[config.mk]
export PLATFORM = sky130hd
export DESIGN_NAME = control_unit
export DESIGN_NICKNAME = d
export VERILOG_FILES = /design/src/rtl/control_unit.sv
export SDC_FILE = /design/constraint.sdc
export NUM_CORES = 1
export LEC_CHECK = 0
export ABC_AREA = 1
export CELL_PAD_IN_SITES_DETAIL_PLACEMENT = 1
export CELL_PAD_IN_SITES_GLOBAL_PLACEMENT = 2
export CORE_MARGIN = 5
export CORE_UTILIZATION = 13
export DETAILED_ROUTE_END_ITERATION = 7
export MAX_ROUTING_LAYER = met4
export PLACE_DENSITY_LB_ADDON = 0.2
export RECOVER_POWER = 100
export SLEW_MARGIN = 10
export SYNTH_ARGS = -nofsm -noshare
export SYNTH_HDL_FRONTEND = slang
export SYNTH_SLANG_ARGS = --single-unit
[constraint.sdc]
create_clock -name Clock -period 1.6 [get_ports Clock]
set_clock_uncertainty 0.15 [all_clocks]
set_input_delay 0.16 -clock Clock [delete_from_list [all_inputs] [get_ports Clock]]
set_output_delay 0.16 -clock Clock [all_outputs]
set_load 0.01 [all_outputs]
[src/rtl/control_unit.sv]
// ============================================================================
//  Module      : control_unit
//  Description : Hardwired Moore sequencer that fetches, decodes and executes
//                instructions by driving the datapath control strobes.
//  Revision    : 1.0 - initial release
// ============================================================================
`default_nettype none

module control_unit (
    input  logic        Clock,
    input  logic        Reset,
    input  logic        Stop,
    input  logic [31:0] IR,
    output logic        PCout,
    output logic        MARin,
    output logic        IncPC,
    output logic        Read,
    output logic        MDRin,
    output logic        MDRout,
    output logic        IRin,
    output logic        Yin,
    output logic        Zin,
    output logic        Zhighout,
    output logic        Zlowout,
    output logic        HIin,
    output logic        LOin,
    output logic        HIout,
    output logic        LOout,
    output logic        Cout,
    output logic        Gra,
    output logic        Grb,
    output logic        Grc,
    output logic        Rin,
    output logic        Rout,
    output logic [4:0]  opcode,
    output logic        Run
);

    typedef enum logic [3:0] {
        S_RESET = 4'd0,
        T0      = 4'd1,
        T1      = 4'd2,
        T2      = 4'd3,
        T3      = 4'd4,
        T4      = 4'd5,
        T5      = 4'd6,
        T6      = 4'd7,
        S_HALT  = 4'd8
    } state_t;

    localparam logic [4:0] c_OP_ADD  = 5'b00011;
    localparam logic [4:0] c_OP_OR   = 5'b01011;
    localparam logic [4:0] c_OP_AND  = 5'b01010;
    localparam logic [4:0] c_OP_ADDI = 5'b01100;
    localparam logic [4:0] c_OP_ANDI = 5'b01101;
    localparam logic [4:0] c_OP_ORI  = 5'b01110;
    localparam logic [4:0] c_OP_MUL  = 5'b01111;
    localparam logic [4:0] c_OP_DIV  = 5'b10000;
    localparam logic [4:0] c_OP_NEG  = 5'b10001;
    localparam logic [4:0] c_OP_NOT  = 5'b10010;
    localparam logic [4:0] c_OP_MFHI = 5'b10011;
    localparam logic [4:0] c_OP_MFLO = 5'b10100;
    localparam logic [4:0] c_OP_HALT = 5'b11011;

    state_t     state_q;
    state_t     state_d;
    state_t     w_next_instr;

    logic [4:0] w_op;
    logic       w_is_rr;
    logic       w_is_imm;
    logic       w_is_unary;
    logic       w_is_muldiv;
    logic       w_is_mfhi;
    logic       w_is_mflo;
    logic       w_is_halt;
    logic [4:0] w_imm_alu;
    logic       w_unused;

    assign w_op        = IR[31:27];
    assign w_unused    = ^IR[26:0];
    assign w_is_rr     = (w_op >= c_OP_ADD) && (w_op <= c_OP_OR);
    assign w_is_imm    = (w_op >= c_OP_ADDI) && (w_op <= c_OP_ORI);
    assign w_is_unary  = (w_op == c_OP_NEG) || (w_op == c_OP_NOT);
    assign w_is_muldiv = (w_op == c_OP_MUL) || (w_op == c_OP_DIV);
    assign w_is_mfhi   = (w_op == c_OP_MFHI);
    assign w_is_mflo   = (w_op == c_OP_MFLO);
    assign w_is_halt   = (w_op == c_OP_HALT);
    assign w_imm_alu   = (w_op == c_OP_ANDI) ? c_OP_AND :
                         (w_op == c_OP_ORI)  ? c_OP_OR  : c_OP_ADD;

    // Stop only matters on the edge that closes an instruction.
    assign w_next_instr = Stop ? S_HALT : T0;

    always_ff @(posedge Clock or posedge Reset) begin
        if (Reset) begin
            state_q <= S_RESET;
        end else begin
            state_q <= state_d;
        end
    end

    always_comb begin
        state_d  = state_q;
        PCout    = 1'b0;
        MARin    = 1'b0;
        IncPC    = 1'b0;
        Read     = 1'b0;
        MDRin    = 1'b0;
        MDRout   = 1'b0;
        IRin     = 1'b0;
        Yin      = 1'b0;
        Zin      = 1'b0;
        Zhighout = 1'b0;
        Zlowout  = 1'b0;
        HIin     = 1'b0;
        LOin     = 1'b0;
        HIout    = 1'b0;
        LOout    = 1'b0;
        Cout     = 1'b0;
        Gra      = 1'b0;
        Grb      = 1'b0;
        Grc      = 1'b0;
        Rin      = 1'b0;
        Rout     = 1'b0;
        opcode   = 5'b00000;
        Run      = (state_q != S_RESET) && (state_q != S_HALT);

        case (state_q)
            S_RESET: state_d = T0;
            T0: begin
                PCout   = 1'b1;
                MARin   = 1'b1;
                IncPC   = 1'b1;
                state_d = T1;
            end
            T1: begin
                Read    = 1'b1;
                MDRin   = 1'b1;
                state_d = T2;
            end
            T2: begin
                MDRout  = 1'b1;
                IRin    = 1'b1;
                state_d = T3;
            end
            T3: begin
                if (w_is_muldiv) begin
                    Gra     = 1'b1;
                    Rout    = 1'b1;
                    Yin     = 1'b1;
                    state_d = T4;
                end else if (w_is_rr || w_is_imm || w_is_unary) begin
                    Grb     = 1'b1;
                    Rout    = 1'b1;
                    Yin     = 1'b1;
                    state_d = T4;
                end else if (w_is_mfhi || w_is_mflo) begin
                    HIout   = w_is_mfhi;
                    LOout   = w_is_mflo;
                    Gra     = 1'b1;
                    Rin     = 1'b1;
                    state_d = w_next_instr;
                end else if (w_is_halt) begin
                    state_d = S_HALT;
                end else begin
                    state_d = w_next_instr;
                end
            end
            T4: begin
                Zin     = 1'b1;
                state_d = T5;
                if (w_is_imm) begin
                    Cout   = 1'b1;
                    opcode = w_imm_alu;
                end else if (w_is_rr) begin
                    Grc    = 1'b1;
                    Rout   = 1'b1;
                    opcode = w_op;
                end else begin
                    Grb    = 1'b1;
                    Rout   = 1'b1;
                    opcode = w_op;
                end
            end
            T5: begin
                Zlowout = 1'b1;
                if (w_is_muldiv) begin
                    LOin    = 1'b1;
                    state_d = T6;
                end else begin
                    Gra     = 1'b1;
                    Rin     = 1'b1;
                    state_d = w_next_instr;
                end
            end
            T6: begin
                Zhighout = 1'b1;
                HIin     = 1'b1;
                state_d  = w_next_instr;
            end
            S_HALT:  state_d = S_HALT;
            default: state_d = S_RESET;
        endcase
    end

endmodule

`default_nettype wire

**Word level (Yosys, flattened, before mapping)**

Cells that the tools add are included.
Widths: inputs -> output; s select.

- Bits in registers: 4
- Bits in latches: 0
- RAM bits: 0
- ROM bits: 0
- Input bits: 35
- Output and inout port bits: 27
- Word-level logic and storage cells: 81
- Memories kept: 0

- Add/sub/neg operators: 0
- Multiply operators: 0
- Divide/modulo/power cells: 0
- Order comparisons: 4
- Eq/ne operators: 18
- Shifts and indexed selects: 0
- Multiplexer cells: 48
- Bitwise gates (word level): 0
- Reductions and logical operators: 10

Operators by type and width:

| operator | count |
|---|---|
| $pmux 4 s9 | 1 |
| $mux 1 | 33 |
| $mux 4 | 8 |
| $eq 5x5->1 const B | 6 |
| $eq 4x3->1 const B | 4 |
| $eq 5x4->1 const B | 3 |
| $le 5x4->1 const B | 2 |
| $mux 5 | 2 |
| $eq 4x2->1 const B | 2 |
| $pmux 1 s2 | 4 |
| $ge 5x2->1 const B | 1 |
| $ge 5x4->1 const B | 1 |
| $logic_or 1x1->1 | 5 |
| $eq 4x1->1 const B | 1 |
| $eq 4x4->1 const B | 1 |
| $logic_not 4->1 | 1 |
| $ne 4x4->1 const B | 1 |
| $reduce_bool 4->1 | 1 |
| $logic_and 1x1->1 | 3 |

**Depth between registers and ports, before layout**

- Word-level depth: 7
- Depth in mapped cells: 8
- Mapped depth without buffers: 8

**Least setup slack after synthesis**

Ideal clock, no wire load.

- Path type: reg-to-output
- From: reg state_q[2]
- To: out MARin
- Arrival time: 1,166 ps
- Data required time: 1,290 ps
- Path slack: 124 ps
- Cell stages (with the launch flop): 5
- Path buffers: 1
- Path through: dfrtp_1 > inv_2 > nand2_1 > nor3_1 > buf_4

- Word-level cells in the longest chain between the ends: 2

Ends and longest elaborated chain:

| what | line | text |
|---|---|---|
| start, declared | 65 | `state_t state_q;` |
| start signal, assigned | 99 | `state_q <= state_d;` |
| $eq 4x1->1 | - |  |
| $mux 1 | - |  |
| end, declared | 15 | `output logic MARin,` |

Every way passes these cells.

**Worst setup path in the final report**

- From: reg state_q[3]
- To: out opcode[0]

- Word-level cells in the longest chain between the ends: 2

Ends and longest elaborated chain:

| what | line | text |
|---|---|---|
| $eq 4x3->1 | 129 | `case (state_q)` |
| $mux 5 | 129 |  |
| end, declared | 35 | `output logic [4:0] opcode,` |

Every way passes these cells.

==> results.toml <==
[final_layout]
largest_register_ff_count = 4
syn2layout_area_growth_pct = 151
diodes = 0
layout.cells.non_filler = 230
drive_gt1_share_pct = 75.0
multiInputGateArea_um2 = 576
ff_latch_area_um2 = 103
reg_top3 = "state_q (4)"
fin_nets = 213
fill_cells = 568
regMostFlops = "state_q"
finalInstanceArea_um2 = 1570

[clock_network]
tritoncts = "built"
clk_pin_slew_ps = 30
worstSkewPairLatency_ps = 210
htreeDepth = 1
cts-root-buf = "clkbuf_8"
numCtsBuffers = 3
cts_sinks = 4
cts_max_path_buffers = 2

[synth]
syn_nets = 132
postSynthAreaPerCell_um2 = 6.45
ys.flop_type = "dfrtp_1"
yosys.area.top_type = "dfrtp_1"
synthesis.area_um2 = 626
yosys.cell_count.top_type = "nand2_1"
synth-seq-cells = 4
async_flop_share_pct = 100
synth_top_area_share_pct = 16.0
ys_top_cells_by_count = "15 x nand2_1, 10 x inv_1, 10 x nor2_1"
yosys-top-cells-area = "dfrtp_1 16%, nand2_1 9.0%, nand2_4 9.0%"
synth_edf_count = 0
yosys_warnings = 0
synth_cell_types = 25
postSynthCellCount = 97
ys_seq_area_share_pct = 16.0

[setup_path]
end_kind = "primary output"
crit_path_start_kind = "flop"
crit_type = "flop to primary output"
path_max_fanout = 4
cpPeakStageDelay_ps = 390
critPathArrivalTime_ps = 1480
path_buf_inv = 3
path_cells = "nor2_4 -> nand3_4 -> buf_6 -> inv_4 -> o21ai_1 -> a31oi_1 -> buf_2"
cpMaxStageDelayCell = "dfrtp_1"
cp_top_family = "flip-flops"
worstPathRequired_ps = 1290

[sta]
post-route-min-period_ps = 1790
setup_viol = 20
fmax_ghz = 0.559
setup_ws_ps = -188
worst_pin_slew_ps = 263
rsz0062_at_grt = "yes"
maxSlewHeadroom_pct = 82.3
hold_ws_ps = 440
slew_violations = 0
hold_viol = 0
fin_crit_sh_pct = 112

[run_status]
status = "finished with violations"
violations = "setup timing"

[pwr]
ir_drop_v = 0.000341
leakagePower_nw = 0.821
powerDensity_nw_per_um2 = 1260

[placed_design]
gp_congestion = 0.769
dp_hpwl_um = 2010
postPlaceCellArea_um2 = 1200
place_inst = 207
io_buffers = 34

[drt]
vias_per_cell = 4.02
dr.pass1.iters = 4
wirelength_um = 2830
wl_per_cell_um = 12.3
drtAntennaViolNets = 0
drc_errors = 0
num_vias = 925
initialDrtViolationCount = 11

[die]
dieWidth_um = 79.4
die_y_um = 79.4
ios = 62
die-area_um2 = 6300
rows = 25
core_region_area_um2 = 4690
start_util_pct = 13.3

[global_routing]
grt_overflow = 0
antenna_found_initial = 0
grtUsageTotal_pct = 9.14
grt_max_degree = 6
grt_pass1_wl_um = 4470
grt_pass1_vias = 1005

[min_path]
hp-class = "primary input to flop"

[job]
maxCapViolCount = 0
## path summary, 6_finish.rpt
| kind | start | endpoint | slack (ps) | depth (start not counted) |
|---|---|---|---|---|
| setup / recovery | state_q[3]$_DFF_PP0_ | opcode[0] | -190 | 7 |
| hold / removal | IR[30] | state_q[3]$_DFF_PP0_ | 440 | 5 |
| setup reg to reg | state_q[1]$_DFF_PP0_ | state_q[2]$_DFF_PP0_ | 70 | 8 |
| max in group asynchronous | Reset | state_q[0]$_DFF_PP0_ | 470 | 3 |
| hold reg to reg | state_q[3]$_DFF_PP0_ | state_q[3]$_DFF_PP0_ | 680 | 5 |
| min in group asynchronous | Reset | state_q[2]$_DFF_PP0_ | 660 | 3 |
## worst register-to-register path, stage by stage (launching register included)
cell	delay, ps
dfrtp_2	440
buf_6	140
nand2_2	90
nor2_4	50
buf_6	110
and2_4	130
buf_4	140
nor2_4	90
nand3_2	70
## layer usage
metal	vias to the layer above	part of all wire, %	track usage [%]
met5	-	0	-
met4	0	0	2.06
met3	0	5.3	2.03
met2	23	58	17.3
met1	441	36	9.60
li1	461	-	-
## layout by cell type (no fill, tap or decap), types with 4 or more instances in the layout
cell type         n
buf_4            31
inv_1             9
nor2_2            4
nor2_4            8
nand3_1           4
clkdlybuf4s15_2   4
nand2_2           7
nand2_4           7
inv_2             5
nand2_1           8
buf_6            26
buf_2            15
## layout make-up
class                      instances  area share (%)
tap                               54            4.30
clock buffer                       3            2.63
sequential                         4            6.52
timing repair buffer              82            44.6
inverter                          19            5.33
multi-input combinational         68            36.6
## power by group
| group | internal (mW) | switching [mW] | total (mW) |
|---|---|---|---|
| sequential | 0.152 | 0.0592 | 0.211 |
| combinational | 0.833 | 0.733 | 1.57 |
| clock | 0.160 | 0.0491 | 0.209 |
## metrics by stage
stage | setup slack (ps) | total power [mW] | utilization, % | setup TNS (ps)
after global routing | -282 | 2.14 | 33.5 | -3400
after floorplan | 124 | 0.690 | - | 0
after CTS | -217 | 1.83 | 31.0 | -1390
final | -188 | 1.99 | 33.5 | -1750
after global placement | -647 | 1.27 | 25.5 | -10650
after detailed placement | -677 | 1.28 | 25.5 | -11240
## timing repair
item	4_1_cts	5_1_grt
resized for setup	158	30
endpoints found under the setup margin	27	27
hold buffers	1	0
pin swaps	13	10
buffers inserted	16	6
endpoints found under the hold margin	4	0
## kinds of logic after synthesis
group / synth area share, %
flip-flops: 16.0
AND/OR/NAND/NOR: 54.2
AO/OA/AOI/OAI: 11.2
buffers and inverters: 18.6
(Power assumes the default switching activity.)
